$ cat src/rtl/interleaver_pkg.sv
// ---------------------------------------------------------------------------
// interleaver_pkg
// Shared definitions for the turbo-code interleaver bank scheduler:
//   - bank_state_t : per-bank lifecycle (EMPTY -> FILLING -> FULL -> DRAINING)
//   - SMALL_K / LARGE_K : the two supported block lengths in bits
//   - k_of()       : block length selected by a latched blocksize bit
// ---------------------------------------------------------------------------
package interleaver_pkg;

    typedef enum logic [1:0] {
        EMPTY    = 2'd0,
        FILLING  = 2'd1,
        FULL     = 2'd2,
        DRAINING = 2'd3
    } bank_state_t;

    localparam int unsigned SMALL_K = 1056;
    localparam int unsigned LARGE_K = 6144;

    // blocksize 1 selects the large block, 0 the small one
    function automatic int unsigned k_of(input logic blocksize);
        return blocksize ? LARGE_K : SMALL_K;
    endfunction

endpackage

$ cat src/rtl/interleaver_bank_tracker.sv
// ---------------------------------------------------------------------------
// interleaver_bank_tracker
// Lifecycle state and latched blocksize of one interleaver RAM bank.
// Ports:
//   clk, reset        : clock, synchronous active-high reset
//   fill_open         : writer claims this (EMPTY) bank; latches start_blocksize
//   start_blocksize   : blocksize presented with fill_open
//   fill_done         : last bit of the block written
//   drain_open        : reader takes this FULL bank
//   drain_done        : last bit of the block read
//   state             : current bank state
//   blocksize         : latched blocksize of the block held in the bank
// ---------------------------------------------------------------------------
module interleaver_bank_tracker
    import interleaver_pkg::*;
(
    input  logic        clk,
    input  logic        reset,
    input  logic        fill_open,
    input  logic        start_blocksize,
    input  logic        fill_done,
    input  logic        drain_open,
    input  logic        drain_done,
    output bank_state_t state,
    output logic        blocksize
);

    always_ff @(posedge clk) begin
        if (reset) begin
            state     <= EMPTY;
            blocksize <= 1'b0;
        end else begin
            unique case (state)
                EMPTY: begin
                    if (fill_open) begin
                        state     <= FILLING;
                        blocksize <= start_blocksize;
                    end
                end
                FILLING:  if (fill_done)  state <= FULL;
                FULL:     if (drain_open) state <= DRAINING;
                DRAINING: if (drain_done) state <= EMPTY;
                default:  state <= EMPTY;
            endcase
        end
    end

endmodule

$ cat src/rtl/interleaver_bank_scheduler.sv
// ---------------------------------------------------------------------------
// interleaver_bank_scheduler
// Ping-pong scheduler for the two interleaver RAM banks. The CRC-side writer
// fills one bank while the encoder-side reader drains the other; blocks are
// drained strictly in fill order. Linear indices only (pi applied outside).
// Optional feature macro: INTERLEAVER_SCHED_ERR_EN (sticky err_overflow).
// Ports:
//   clk, reset       : clock, synchronous active-high reset
//   wr_start         : open a block (accepted only when wr_start_ready)
//   wr_blocksize     : 0 = SMALL_K, 1 = LARGE_K; sampled with wr_start
//   wr_valid         : one input bit this cycle
//   wr_start_ready   : bank under wr_ptr is EMPTY
//   wr_ready         : bank under wr_ptr is FILLING
//   wr_we/wr_bank/wr_idx : RAM write strobe, bank and linear index
//   rd_ready         : downstream requests one bit
//   rd_en/rd_bank/rd_idx : RAM read strobe, bank and linear index
//   rd_blocksize     : latched blocksize of the bank under rd_ptr
//   rd_valid/rd_last : read data valid (rd_en delayed RD_LAT) and last bit
//   err_overflow     : sticky protocol error (0 unless macro defined)
// ---------------------------------------------------------------------------
module interleaver_bank_scheduler #(
    parameter int unsigned SMALL_K = 1056,
    parameter int unsigned LARGE_K = 6144,
    parameter int unsigned AW      = 13,
    parameter int unsigned RD_LAT  = 1
) (
    input  logic          clk,
    input  logic          reset,
    input  logic          wr_start,
    input  logic          wr_blocksize,
    input  logic          wr_valid,
    output logic          wr_start_ready,
    output logic          wr_ready,
    output logic          wr_we,
    output logic          wr_bank,
    output logic [AW-1:0] wr_idx,
    input  logic          rd_ready,
    output logic          rd_en,
    output logic          rd_bank,
    output logic [AW-1:0] rd_idx,
    output logic          rd_blocksize,
    output logic          rd_valid,
    output logic          rd_last,
    output logic          err_overflow
);
    import interleaver_pkg::*;

    localparam logic [AW-1:0] SMALL_LAST = AW'(SMALL_K - 1);
    localparam logic [AW-1:0] LARGE_LAST = AW'(LARGE_K - 1);

    bank_state_t       state [2];
    logic [1:0]        bank_bs;
    logic              wr_ptr;
    logic              rd_ptr;
    logic              start_ok;
    logic              wr_end;
    logic              rd_end;
    logic [1:0]        fill_open;
    logic [1:0]        fill_done;
    logic [1:0]        drain_open;
    logic [1:0]        drain_done;
    logic [RD_LAT-1:0] valid_pipe;
    logic [RD_LAT-1:0] last_pipe;

    always_comb begin
        wr_start_ready = (state[wr_ptr] == EMPTY);
        wr_ready       = (state[wr_ptr] == FILLING);
        wr_we          = wr_valid & wr_ready;
        rd_en          = (state[rd_ptr] == DRAINING) & rd_ready;
        start_ok       = wr_start & wr_start_ready;
        wr_end         = wr_we & (wr_idx == (bank_bs[wr_ptr] ? LARGE_LAST : SMALL_LAST));
        rd_end         = rd_en & (rd_idx == (bank_bs[rd_ptr] ? LARGE_LAST : SMALL_LAST));
        fill_open      = {start_ok & wr_ptr, start_ok & ~wr_ptr};
        fill_done      = {wr_end & wr_ptr, wr_end & ~wr_ptr};
        // a FULL bank is only handed to the reader when rd_ptr reaches it,
        // which keeps drain order identical to fill order
        drain_open     = {rd_ptr & (state[1] == FULL), ~rd_ptr & (state[0] == FULL)};
        drain_done     = {rd_end & rd_ptr, rd_end & ~rd_ptr};
    end

    assign wr_bank      = wr_ptr;
    assign rd_bank      = rd_ptr;
    assign rd_blocksize = bank_bs[rd_ptr];
    assign rd_valid     = valid_pipe[RD_LAT-1];
    assign rd_last      = last_pipe[RD_LAT-1];

    interleaver_bank_tracker u_bank0 (
        .clk             (clk),
        .reset           (reset),
        .fill_open       (fill_open[0]),
        .start_blocksize (wr_blocksize),
        .fill_done       (fill_done[0]),
        .drain_open      (drain_open[0]),
        .drain_done      (drain_done[0]),
        .state           (state[0]),
        .blocksize       (bank_bs[0])
    );

    interleaver_bank_tracker u_bank1 (
        .clk             (clk),
        .reset           (reset),
        .fill_open       (fill_open[1]),
        .start_blocksize (wr_blocksize),
        .fill_done       (fill_done[1]),
        .drain_open      (drain_open[1]),
        .drain_done      (drain_done[1]),
        .state           (state[1]),
        .blocksize       (bank_bs[1])
    );

    always_ff @(posedge clk) begin
        if (reset) begin
            wr_ptr <= 1'b0;
            rd_ptr <= 1'b0;
            wr_idx <= '0;
            rd_idx <= '0;
        end else begin
            if (start_ok) begin
                wr_idx <= '0;
            end else if (wr_we) begin
                wr_idx <= wr_end ? '0 : wr_idx + AW'(1);
            end
            if (wr_end) wr_ptr <= ~wr_ptr;

            if (|drain_open) begin
                rd_idx <= '0;
            end else if (rd_en) begin
                rd_idx <= rd_end ? '0 : rd_idx + AW'(1);
            end
            if (rd_end) rd_ptr <= ~rd_ptr;
        end
    end

    // read-data valid/last pipeline; the one-stage case avoids a negative slice
    if (RD_LAT == 1) begin : g_lat1
        always_ff @(posedge clk) begin
            if (reset) begin
                valid_pipe <= '0;
                last_pipe  <= '0;
            end else begin
                valid_pipe <= rd_en;
                last_pipe  <= rd_end;
            end
        end
    end else begin : g_latn
        always_ff @(posedge clk) begin
            if (reset) begin
                valid_pipe <= '0;
                last_pipe  <= '0;
            end else begin
                valid_pipe <= {valid_pipe[RD_LAT-2:0], rd_en};
                last_pipe  <= {last_pipe[RD_LAT-2:0], rd_end};
            end
        end
    end

`ifdef INTERLEAVER_SCHED_ERR_EN
    always_ff @(posedge clk) begin
        if (reset) begin
            err_overflow <= 1'b0;
        end else if ((wr_start & ~wr_start_ready) | (wr_valid & ~wr_ready)) begin
            err_overflow <= 1'b1;
        end
    end
`else
    assign err_overflow = 1'b0;
`endif

endmodule

$ cat config.mk
export PLATFORM = sky130hd
export DESIGN_NAME = interleaver_bank_scheduler
export DESIGN_NICKNAME = d
export VERILOG_FILES = /design/src/rtl/interleaver_pkg.sv /design/src/rtl/interleaver_bank_tracker.sv /design/src/rtl/interleaver_bank_scheduler.sv
export SDC_FILE = /design/constraint.sdc
export NUM_CORES = 1
export LEC_CHECK = 0
export BUFFER_PORTS_ARGS = -buffer_cell sky130_fd_sc_hd__buf_4
export CORE_AREA = 5 5 63 65
export CTS_BUF_LIST = sky130_fd_sc_hd__clkbuf_4
export DETAILED_ROUTE_END_ITERATION = 8
export DIE_AREA = 0 0 68 70
export PLACE_DENSITY = 0.85
export SLEW_MARGIN = 20
export SYNTH_ARGS = -nofsm -noshare
export SYNTH_HDL_FRONTEND = slang
export SYNTH_SLANG_ARGS = --single-unit
$ cat constraint.sdc
create_clock -name clk -period 3.2 [get_ports clk]
set_input_delay 0.64 -clock clk [delete_from_list [all_inputs] [get_ports clk]]
set_output_delay 0.64 -clock clk [all_outputs]
set_load 0.05 [all_outputs]
; Yosys cells after proc, flatten, opt, wreduce, memory -nomap -nowiden
; Cells that the tools add are included.
[op_classes]
n_reduce_logical = 9
magnitude_cmp = 4
eq_ne = 18
bitwise = 17
addsub = 2
mux = 24
[op_table]
columns = cell, n
row1 = 13-bit 2-to-1 mux, 4
row2 = 2-bit 2-to-1 mux, 14
row3 = "13-bit by 1-bit adder with 13-bit output, second input constant", 2
row4 = 13-bit equality test, 2
row5 = "2-bit by 1-bit != test with 1-bit output, second input constant", 8
row6 = 2-bit case mux with 4 select lines, 2
row7 = 1-bit bitwise AND, 13
row8 = "2-bit equality test, second input constant", 5
row9 = 4-bit AND reduction, 2
row10 = "2-bit by 1-bit equality test with 1-bit output, second input constant", 3
row11 = 2-bit logical NOT, 3
row12 = "2-bit >= comparator, second input constant", 2
row13 = "1-bit by 2-bit < comparator with 1-bit output, second input constant", 2
row14 = 1-bit 2-to-1 mux, 4
row15 = 1-bit NOT with 2-bit output, 2
row16 = 2-bit AND reduction, 2
row17 = 3-bit OR reduction, 1
row18 = 1-bit NOT, 2
row19 = 2-bit OR reduction, 1
[word_totals]
out_inout_bits = 36
inputBits = 6
reg_bits = 36
wordCells = 84

; Depth between registers and ports, before layout
; Gate-level depths: netlist of the first run.
[depth]
ltp_word = 10
mapped_depth = 8
mapped_depth_nobuf = 7

; Cells and area by module
; Synthesis of the first run repeated with hierarchy kept, for this count alone.
[unflattened]
hier_cells = 257
area_unflattened_um2 = 2250.9
[by_module_without_submodules]
columns = mod, seq_area_each_um2, area_per_inst_um2, n_inst, cells_per_inst
row1 = interleaver_bank_scheduler, 600.6, 1813.0, 1, 209
row2 = interleaver_bank_tracker, 60.1, 219.0, 2, 24

; Worst setup path before layout of the first run
; OpenSTA, ideal clock, no wires.
[synth_timing]
path_kind = reg2out
start = register wr_ptr (netlist: wr_bank)
end = output port wr_we
path_stages_with_launch = 5
t_arrival_ns = 1.980
required_time_ns = 2.560
n_path_buf = 1
slack_ns = 0.580
cell_sequence = dfxtp_1 -> buf_4 -> a32o_1 -> nand2_1 -> inv_1
[synth_between]
elab_chain_cells = 6
[synth_lines]
columns = element, line_no
row1 = start: declaration, interleaver_bank_scheduler.sv:53  ; logic wr_ptr;
row2 = start signal: assignment, interleaver_bank_scheduler.sv:123  ; if (wr_end) wr_ptr <= ~wr_ptr;
row3 = 1-bit NOT with 2-bit output (not written as such), interleaver_bank_scheduler.sv:67  ; wr_ready = (state[wr_ptr] == FILLING);
row4 = 2-bit 2-to-1 mux (not written as such) (3 in series), interleaver_bank_scheduler.sv:67
row5 = 2-bit by 1-bit equality test with 1-bit output, interleaver_bank_scheduler.sv:67
row6 = named net wr_ready, interleaver_bank_scheduler.sv:33  ; output logic wr_ready,
row7 = 1-bit bitwise AND, interleaver_bank_scheduler.sv:68  ; wr_we = wr_valid & wr_ready;
row8 = end: declaration, interleaver_bank_scheduler.sv:34  ; output logic wr_we,
; The timed path passes the listed nets, and every way through them passes these cells. The select of a mux whose other input is x is not followed.

; Worst setup path in the final report of the first run
[layout_timing]
start = register wr_ptr (netlist: wr_bank)
end = output port wr_we
[layout_between]
elab_chain_cells = 6
[layout_lines]
columns = element, line_no
row1 = 1-bit NOT with 2-bit output (not written as such), interleaver_bank_scheduler.sv:67
row2 = 2-bit 2-to-1 mux (not written as such) (3 in series), interleaver_bank_scheduler.sv:67
row3 = 2-bit by 1-bit equality test with 1-bit output, interleaver_bank_scheduler.sv:67
row4 = 1-bit bitwise AND, interleaver_bank_scheduler.sv:68
; Every way passes these cells. The select of a mux whose other input is x is not followed.

==> impl_metrics.json, run 1 <==
{
  "arrival_ns": 1.76,
  "synth-compound-area-share_pct": 12.4,
  "fin_tns_setup_ns": 0,
  "synth_top_family_by_area": "simple AND/OR/NAND/NOR gates",
  "rsz0062_at_grt": "false",
  "clk_path_buf_depth": 2,
  "yosysTopAreaCellShare_pct": 37.6,
  "instances_no_fill": 314,
  "grt_pass1_wl_um": 7460,
  "n_antenna_cell": 0,
  "hold_buffers": 0,
  "synth_mux_area_share_pct": 2.61,
  "ys_types": 42,
  "synth_flop_cell": "dfxtp_1",
  "status": "completed",
  "start_kind": "flip-flop",
  "cts_setup_buffers": 0,
  "ys_async_sr_fraction_pct": 0,
  "hp-start": "u_bank0.blocksize$_SDFFE_PP0P_",
  "synth-simple-area-share_pct": 27.5,
  "path_class": "flip-flop to primary output",
  "grt_overflow": 0,
  "hold_viol_final": 0,
  "syn2layout_area_growth_pct": 21.1,
  "critPathRequiredTime_ns": 2.56,
  "io_buffers": 40,
  "cp_cell_sequence": "nor2_1 > a32o_1 > nand2_1 > inv_1 > buf_4",
  "finalSetupViolCount": 0,
  "finalCriticalPeriod_ns": 2.40,
  "cts_made_buffers": 5,
  "antenna_found_initial": 0,
  "pin_count": 42,
  "r2r_start": "wr_bank$_SDFFE_PP0N_",
  "maxCapViolations": 0,
  "max_stage_delay_ns": 0.62,
  "clk_latency_ns": 0.34,
  "fmax_mhz": 416,
  "endpoint_kind": "primary output",
  "num_rows": 21,
  "ys_ff_latch": 36,
  "crit_fanout": 13,
  "grt_max_degree": 14,
  "yosys-top-cells-area": "dfxtp_1 (38%), xor2_1 (7.3%), ha_1 (6.5%)",
  "hpwl_um": 3330,
  "peakVddDrop_uv": 353,
  "die_y_um": 70,
  "clkSinkCount": 36,
  "synth.avg_cell_area_um2": 8.52,
  "ys_warn_count": 0,
  "hp-class": "flip-flop to flip-flop",
  "drive_gt1_share_pct": 20.5,
  "cts_resized": 0,
  "min_path_cells": 2,
  "drtAntennaViolNets": 0,
  "cellPowerDensity_nw_per_um2": 505,
  "ys_top_cells_by_count": "dfxtp_1 (36), nor2_1 (31), nand2_1 (20), xor2_1 (16), nand4_1 (15)",
  "grt_pass1_vias": 1638,
  "synth_top_area_cell": "dfxtp_1",
  "clkTransAtPathRegs_ns": 0.11,
  "cts_root_buffer": "clkbuf_4",
  "drc": 0,
  "synth_area_um2": 1920,
  "reg2regPathDepth": 6,
  "syn_nets": 241,
  "cp-startpoint": "wr_bank$_SDFFE_PP0N_",
  "wire_per_inst_um": 14.4,
  "htreeDepth": 2,
  "nNetsFinal": 283,
  "dieArea_um2": 4760,
  "synth-edff-count": 0,
  "wirelength_um": 4530,
  "synth.most_common_cell": "dfxtp_1",
  "initial_core_util_pct": 58.4,
  "finalCritPeriodShare_pct": 75.1,
  "r2r_slack_ns": 0.86,
  "yosys.area_share.xor_xnor_pct": 8.68,
  "cts_tree": "built",
  "p_leak_nw": 0.967,
  "final-max-slew-violation-count": 0,
  "viasPerCell": 5.67,
  "synthAdderAreaFrac_pct": 6.53,
  "relSlewSlack_pct": 55.2,
  "worst_pin_slew_ns": 0.665,
  "coreArea_um2": 3280,
  "placed_cells": 306,
  "die_x_um": 68,
  "yosysSeqAreaShare_pct": 37.6,
  "first_pass_iters": 5,
  "skew_ns": 0.0102,
  "vias": 1781,
  "drt_iter0_markers": 126,
  "syn_inst": 225,
  "grt_usage_pct": 20.2,
  "globalplace.congestion": 0.877,
  "slowest_stage": "dfxtp_1"
}
## placed cells by master (no fill, tap or decap), types with 2 or more instances in the layout
cell,count
ha_1,10
o21ai_0,5
nand4_1,15
a31o_2,2
and3_1,6
a21oi_1,11
nand2b_1,5
nand3_1,7
or3_1,6
dfxtp_1,36
nor2_1,31
xor2_1,16
nand2_1,20
a211oi_1,2
nor4b_1,2
nor3_1,3
nor4_1,3
inv_1,12
buf_4,40
xnor2_1,3
mux2i_1,5
o211ai_1,2
clkbuf_4,6
## worst max-delay path, delay by kind of cell, from the launching register on
kind            cells  cell delay [ns]
compound gates      1             0.26
flops               1             0.62
buf+inv             2             0.33
simple gates        2             0.23
## per-stage QoR
step | cell area, um^2 | power, mW | hold WS, ns | util (%) | setup slack, ns
detailed placement | 2240 | 0.849 | 0.470 | 68.2 | 0.888
finish | 2320 | 1.17 | 0.490 | 70.7 | 0.796
global placement | 2240 | 0.842 | 0.457 | 68.2 | 0.992
global route | 2320 | 1.23 | 0.508 | 70.7 | 0.682
CTS | 2320 | 1.18 | 0.488 | 70.7 | 0.796
floorplan | 1920 | 0.760 | 0.448 | - | 0.580
## layout make-up
class	instances	area [um^2]
Clock buffer	6	45.0
Timing Repair Buffer	40	300
Sequential cell	36	721
Fill cell	273	963
Inverter	13	51.3
Clock inverter	2	35.0
Multi-Input combinational cell	171	1110
Tap cell	46	57.6
## final timing paths
check,end
hold reg to reg,u_bank0.blocksize$_SDFFE_PP0P_
hold / removal,u_bank0.blocksize$_SDFFE_PP0P_
setup / recovery,wr_we
setup reg to reg,u_bank0.state[1]$_SDFFE_PP0P_
## registers in the layout, summed over array words and instances (netlist names)
name	cells
rd_bank	1
u_bank1.state	2
rd_valid	1
wr_idx	13
u_bank0.state	2
u_bank1.blocksize	1
rd_idx	13
wr_bank	1
u_bank0.blocksize	1
rd_last	1
## routing by layer
metal	part of all wire, %	track usage (%)	vias to the layer above	wire length (um)
li1	-	-	886	-
met1	43	25.5	814	1970
met2	47	30.6	65	2120
met3	6.6	6.25	16	298
met4	3.0	9.49	0	138
met5	0	0	-	0
## cells by family after synthesis
logic type / count (synthesis)
and+or+nand+nor: 103
DFF: 36
AOI/OAI and AO/OA: 33
xor gates and xnor gates: 19
buffers and inverters: 18
other: 1
muxes: 5
adders and majority gates: 10
## power breakdown
group / internal, mW / leakage (nW) / switching [mW]
registers: 0.466 / 0.290 / 0.0340
logic: 0.116 / 0.631 / 0.230
clock network: 0.172 / 0.0456 / 0.153
total: 0.754 / 0.967 / 0.418
(Power assumes the default switching activity.)
==> run 2, diff against run 1 <==
--- a/config.mk
+++ b/config.mk
@@ -6,11 +6,11 @@
 export NUM_CORES = 1
 export LEC_CHECK = 0
 export BUFFER_PORTS_ARGS = -buffer_cell sky130_fd_sc_hd__buf_4
-export CORE_AREA = 5 5 63 65
+export CORE_AREA = 5 5 68 70
 export CTS_BUF_LIST = sky130_fd_sc_hd__clkbuf_4
 export DETAILED_ROUTE_END_ITERATION = 8
-export DIE_AREA = 0 0 68 70
-export PLACE_DENSITY = 0.85
+export DIE_AREA = 0 0 73 75
+export PLACE_DENSITY = 0.77
 export SLEW_MARGIN = 20
 export SYNTH_ARGS = -nofsm -noshare
 export SYNTH_HDL_FRONTEND = slang
==> constraint.sdc (replaced) <==
create_clock -name clk -period 2.1 [get_ports clk]
set_input_delay 0.42 -clock clk [delete_from_list [all_inputs] [get_ports clk]]
set_output_delay 0.42 -clock clk [all_outputs]
set_load 0.05 [all_outputs]
==> run 2 against run 1 <==
Final cell count rose by 4.1%. Critical endpoint is now rd_en. Largest cell class unchanged. Flip-flop and latch count did not move. Routed wire length fell by 0.91%. Clock power rose by 12%. Via count rose by 1.5%. Count of clock-buffer cells in the layout did not move. Highest routed layer unchanged. Sequential share of layout area fell by 0.28 points. Register-to-register slack got worse by 0.70 ns. Core utilization fell by 9.5 points. Power rose by 43%. Clock skew fell by 0.0064 ns. Non-clock buffer count rose by 10.
==> impl_metrics.json, run 2 (same netlist as run 1, synthesis figures left out) <==
{
  "htreeDepth": 2,
  "crit_fanout": 9,
  "largestRegisters": "rd_idx x13, wr_idx x13",
  "final_util_pct": 61.2,
  "relSlewSlack_pct": 65.4,
  "drt_iter0_markers": 51,
  "placed_cells": 318,
  "crit_top_cell": "buf_4",
  "clk_latency_ns": 0.34,
  "drtAntennaViolNets": 0,
  "p_seq_share_pct": 44.7,
  "cp-startpoint": "u_bank0.state[0]$_SDFFE_PP0P_",
  "hp-start": "wr_blocksize",
  "n_antenna_cell": 0,
  "endpoint_kind": "primary output",
  "initial_core_util_pct": 49.0,
  "clkTransAtPathRegs_ns": 0.10,
  "clkPwrFrac_pct": 21.8,
  "skew_ns": 0.00380,
  "finalCriticalPeriod_ns": 2.01,
  "cp_cell_sequence": "and4b_1 > a41oi_2 > inv_4 > buf_4 > buf_4",
  "finalSetupViolCount": 0,
  "wirelength_um": 4490,
  "syn2layout_area_growth_pct": 24.9,
  "first_pass_iters": 4,
  "grt_overflow": 0,
  "cts_tree": "built",
  "p_leak_nw": 1.01,
  "switchingPower_mw": 0.630,
  "layout_commonest_cell": "buf_4",
  "p_sw_share_pct": 37.7,
  "clk_path_buf_depth": 2,
  "final_cell_mix": "buf_4 (50), nor2_1 (31), dfxtp_1 (29)",
  "peakVddDrop_uv": 402,
  "whs_ns": 0.316,
  "fill_cells": 387,
  "worst_pin_slew_ns": 0.512,
  "max_stage_delay_ns": 0.38,
  "hold_buffers": 0,
  "vias": 1808,
  "fmax_mhz": 496,
  "coreArea_um2": 3910,
  "combPwrFrac_pct": 33.5,
  "critPathRequiredTime_ns": 1.68,
  "hpwl_um": 3400,
  "rsz0062_at_grt": "false",
  "dieArea_um2": 5480,
  "grt_pass1_wl_um": 7210,
  "drive_gt1_share_pct": 26.7,
  "viasPerCell": 5.53,
  "hp-class": "primary input to flip-flop",
  "fin_tns_setup_ns": 0,
  "pin_count": 42,
  "cts_made_buffers": 5,
  "start_kind": "flip-flop",
  "finalCritPeriodShare_pct": 95.9,
  "final-max-slew-violation-count": 0,
  "p_int_mw": 1.04,
  "grt_usage_pct": 16.7,
  "critPathTopFamily": "buffers and inverters",
  "die_x_um": 73,
  "clkSinkCount": 36,
  "io_buffers": 40,
  "status": "completed",
  "arrival_ns": 1.59,
  "maxCapViolations": 0,
  "cts_root_buffer": "clkbuf_4",
  "cellPowerDensity_nw_per_um2": 698,
  "grt_max_degree": 14,
  "path_class": "flip-flop to primary output",
  "num_rows": 23,
  "antenna_found_initial": 0,
  "drc": 0,
  "r2r_start": "rd_bank$_SDFFE_PP0N_",
  "slowest_stage": "dfxtp_1",
  "nNetsFinal": 293,
  "hold_viol_final": 0,
  "die_y_um": 75,
  "wire_per_inst_um": 13.7,
  "instances_no_fill": 327,
  "worst-path-buf-inv": 3,
  "grt_pass1_vias": 1664,
  "globalplace.congestion": 0.928
}
[run 2: cell types whose count changed in the layout (fill, tap and decap cells not counted), sizes merged]
cell      delta
buf         +10
bufinv       -1
clkinvlp     +1
inv          -1
[run 2: layer usage]
layer | vias to the layer above | global-route usage, % | routed length (um)
met3 | 9 | 5.34 | 263
met4 | 0 | 6.97 | 88
met1 | 860 | 18.3 | 1920
met2 | 42 | 29.8 | 2220
met5 | - | 0 | 0
li1 | 897 | - | -
[run 2: through the flow]
stage / setup slack [ns] / instance area, um^2 / power [mW]
after detailed placement: 0.134 / 2320 / 1.32
after CTS: 0.0110 / 2380 / 1.69
after global placement: 0.186 / 2320 / 1.31
after floorplan: 0.00369 / 1930 / 1.16
final: 0.0852 / 2390 / 1.67
after global routing: 0.00404 / 2390 / 1.76
[run 2: final timing paths]
| kind | end | cells past startpoint | slack, ns |
|---|---|---|---|
| setup reg to reg | u_bank0.state[1]$_SDFFE_PP0P_ | 6 | 0.16 |
| hold / removal | u_bank1.blocksize$_SDFFE_PP0P_ | 3 | 0.32 |
| setup / recovery | rd_en | 5 | 0.09 |
| hold reg to reg | u_bank0.blocksize$_SDFFE_PP0P_ | 2 | 0.51 |
[run 2: area by class of cell]
class | instances | area [um^2] | area share, %
Sequential cell | 36 | 737 | 30.8
Clock inverter | 1 | 5.00 | 0.209
Clock buffer | 6 | 45.0 | 1.88
Timing Repair Buffer | 50 | 375 | 15.7
Tap cell | 50 | 62.6 | 2.61
Multi-Input combinational cell | 171 | 1110 | 46.6
Inverter | 13 | 55.1 | 2.30
[run 2: repair_timing]
item	in CTS	in global routing
buffers inserted	0	2
endpoints found under the setup margin	1	4
gates resized for setup	4	1
[run 2: power groups by stage]
stage / clock network, mW / logic (mW) / registers [mW]
6_report: 0.364 / 0.560 / 0.748
3_5_place_dp: 0 / 0.557 / 0.764
5_1_grt: 0.407 / 0.602 / 0.752
4_1_cts: 0.381 / 0.561 / 0.747
2_1_floorplan: 0 / 0.387 / 0.776
3_3_place_gp: 0 / 0.551 / 0.764
[run 2: worst register-to-register path, cell delays in order, from the launching register on]
cell and delay (ns):
dfxtp_4 0.40, mux2i_1 0.30, and3_1 0.21, o2111ai_2 0.25, a21oi_1 0.32, a311oi_1 0.14, a31o_2 0.23
==> run 3, diff against run 2 <==
--- a/config.mk
+++ b/config.mk
@@ -5,12 +5,14 @@
 export SDC_FILE = /design/constraint.sdc
 export NUM_CORES = 1
 export LEC_CHECK = 0
+export ABC_AREA = 1
 export BUFFER_PORTS_ARGS = -buffer_cell sky130_fd_sc_hd__buf_4
-export CORE_AREA = 5 5 68 70
+export CORE_AREA = 5 5 65 67
 export CTS_BUF_LIST = sky130_fd_sc_hd__clkbuf_4
 export DETAILED_ROUTE_END_ITERATION = 8
-export DIE_AREA = 0 0 73 75
-export PLACE_DENSITY = 0.77
+export DIE_AREA = 0 0 70 72
+export MAX_ROUTING_LAYER = met4
+export PLACE_DENSITY = 0.84
 export SLEW_MARGIN = 20
 export SYNTH_ARGS = -nofsm -noshare
 export SYNTH_HDL_FRONTEND = slang
==> constraint.sdc (replaced) <==
create_clock -name clk -period 2.41 [get_ports clk]
set_input_delay 0.482 -clock clk [delete_from_list [all_inputs] [get_ports clk]]
set_output_delay 0.482 -clock clk [all_outputs]
set_load 0.05 [all_outputs]
==> run 3 against run 2 <==
Largest power group unchanged. Power is 3.8% higher. Sequential power is 9.4% lower. Global-route usage is 2.3 points higher. Largest cell class unchanged. Synthesized cell count is 27% higher.
==> impl_metrics.json, run 3 <==
{
  "yosys-top-cells-area": "dfxtp_1 (35%), nand2_1 (12%), nor2_1 (7.0%)",
  "ys_ff_latch": 36,
  "synth_top_area_cell": "dfxtp_1",
  "initial_core_util_pct": 57.0,
  "clk_path_buf_depth": 2,
  "synth-edff-count": 0,
  "die_x_um": 70,
  "finalCritPeriodShare_pct": 92.6,
  "maxCapViolations": 0,
  "synth.avg_cell_area_um2": 7.16,
  "peakVddDrop_uv": 434,
  "grt_overflow": 0,
  "clkSinkCount": 36,
  "drive_gt1_share_pct": 21.8,
  "synth_flop_cell": "dfxtp_1",
  "largestRegisters": "rd_idx x13, wr_idx x13",
  "cts_made_buffers": 5,
  "skew_ns": 0.0109,
  "yosysTopAreaCellShare_pct": 35.3,
  "yosysSeqAreaShare_pct": 35.3,
  "clk_latency_ns": 0.34,
  "fin_tns_setup_ns": 0,
  "drtAntennaViolNets": 0,
  "grt_pass1_vias": 1816,
  "antenna_found_initial": 0,
  "status": "completed",
  "crit_fanout": 12,
  "nNetsFinal": 346,
  "critPathTopFamily": "flip-flops",
  "place_area_um2": 2380,
  "p_leak_nw": 1.09,
  "wirelength_um": 4360,
  "cts_root_buffer": "clkbuf_4",
  "whs_ns": 0.317,
  "worst-path-buf-inv": 3,
  "num_rows": 22,
  "clkTransAtPathRegs_ns": 0.11,
  "coreArea_um2": 3580,
  "die_y_um": 72,
  "final_area_um2": 2460,
  "hp-class": "primary input to flip-flop",
  "final-max-slew-violation-count": 0,
  "hold_viol_final": 0,
  "syn_inst": 285,
  "total_power_mw": 1.74,
  "syn2layout_area_growth_pct": 20.7,
  "ys_types": 35,
  "ys_top_cells_by_count": "nand2_1 (65), nor2_1 (38), dfxtp_1 (36), inv_1 (27), nand3_1 (24)",
  "cellPowerDensity_nw_per_um2": 705,
  "drt_iter0_markers": 88,
  "finalCriticalPeriod_ns": 2.23,
  "pin_count": 42,
  "max_stage_delay_ns": 0.62,
  "vias": 1922,
  "endpoint_kind": "primary output",
  "final_cell_mix": "nand2_1 (65), buf_4 (40), nor2_1 (38)",
  "synth.most_common_cell": "nand2_1",
  "first_pass_iters": 5,
  "syn_nets": 301,
  "cts_tree": "built",
  "hpwl_um": 3450,
  "cts_setup_buffers": 0,
  "layout_commonest_cell": "nand2_1",
  "r2r_slack_ns": 0.40,
  "cp_cell_sequence": "inv_2 > nand2_1 > nand2_4 > nand3_4 > inv_1 > buf_4",
  "dieArea_um2": 5040,
  "fmax_mhz": 448,
  "n_antenna_cell": 0,
  "slowest_stage": "dfxtp_1",
  "path_class": "flip-flop to primary output",
  "htreeDepth": 2,
  "drc": 0,
  "hold_buffers": 0,
  "viasPerCell": 5.07,
  "grt_max_degree": 13,
  "ys_warn_count": 0,
  "start_kind": "flip-flop",
  "grt_pass1_wl_um": 7730,
  "ys_async_sr_fraction_pct": 0,
  "synth_area_um2": 2040,
  "globalplace.congestion": 0.893,
  "arrival_ns": 1.75,
  "grt_usage_pct": 19.0,
  "cts_resized": 0,
  "io_buffers": 40,
  "wire_per_inst_um": 11.5,
  "critPathRequiredTime_ns": 1.93,
  "finalSetupViolCount": 0,
  "rsz0062_at_grt": "false"
}
-- run 3: changes by cell type after synthesis, moves of 4 or more --
cell      delta
nand2_1     +45
nand3_1     +17
inv_1       +15
nand4_1     -13
xor2_1       -9
nor2_1       +7
nor3_1       +6
or3_1        -6
mux2i_1      -5
nand2b_1     -5
o21ai_0      +5
nor2_2       +4
-- run 3: per-stage QoR --
| stage | setup slack (ns) | std cells | util [%] |
|---|---|---|---|
| floorplan | 0.178 | 285 | - |
| global placement | 0.485 | 371 | 66.5 |
| detailed placement | 0.445 | 371 | 66.5 |
| CTS | 0.186 | 379 | 68.8 |
| global route | 0.0338 | 379 | 68.8 |
| finish | 0.179 | 379 | 68.8 |
-- run 3: metal layers --
metal  up-vias  wire length [um]  track usage [%]
li1       1012                 -                -
met1       855              1900             22.1
met2        53              2150             31.0
met3         2               286             5.96
met4         0                33             7.23
met5         -                 0                -
-- run 3: path summary, 6_finish.rpt --
path                                   end               startpoint  cells after the start
max                                  wr_we     wr_bank$_SDFFE_PP0N_                      6
min                    rd_valid$_SDFF_PP0_                    reset                      2
max reg2reg  u_bank0.state[0]$_SDFFE_PP0P_     wr_bank$_SDFFE_PP0N_                     11
min reg2reg        rd_idx[12]$_SDFFE_PP0P_  rd_idx[12]$_SDFFE_PP0P_                      2
-- run 3: final cells by class --
cell class	instances	area [um^2]
inverters	32	123
clock buffers	5	37.5
clock inverters	3	42.5
multi-input cells	215	1180
flip-flops and latches	36	721
fillers	329	1120
repair buffers	40	300
well taps	48	60.1
-- run 3: worst register-to-register path, cell delays in order (launching register included) --
cell and delay (ns):
dfxtp_1 0.62, inv_2 0.15, nand2_1 0.15, nand2_4 0.08, nor3_1 0.33, nand2_1 0.09, nand2_1 0.07, nand2_1 0.05
a21oi_2 0.17, nand3_1 0.10, nand2_1 0.07, nor2_1 0.04
-- run 3: cell families (layout without fill, tap and decap cells) --
kind of cell,count (synthesis),in the layout,share of synthesized area [%]
fa+ha+maj,10,10,6.13
simple gates,161,161,38.3
flops,36,36,35.3
xor+xnor,8,8,3.44
buf+inv,34,80,6.93
compound gates,35,35,9.63
other cells,1,1,0.184
-- run 3: report_power, final --
| part | internal, mW | switching (mW) | total, mW |
|---|---|---|---|
| sequential | 0.632 | 0.0462 | 0.678 |
| combinational | 0.205 | 0.428 | 0.633 |
| clock | 0.216 | 0.208 | 0.425 |
| total | 1.05 | 0.682 | 1.74 |
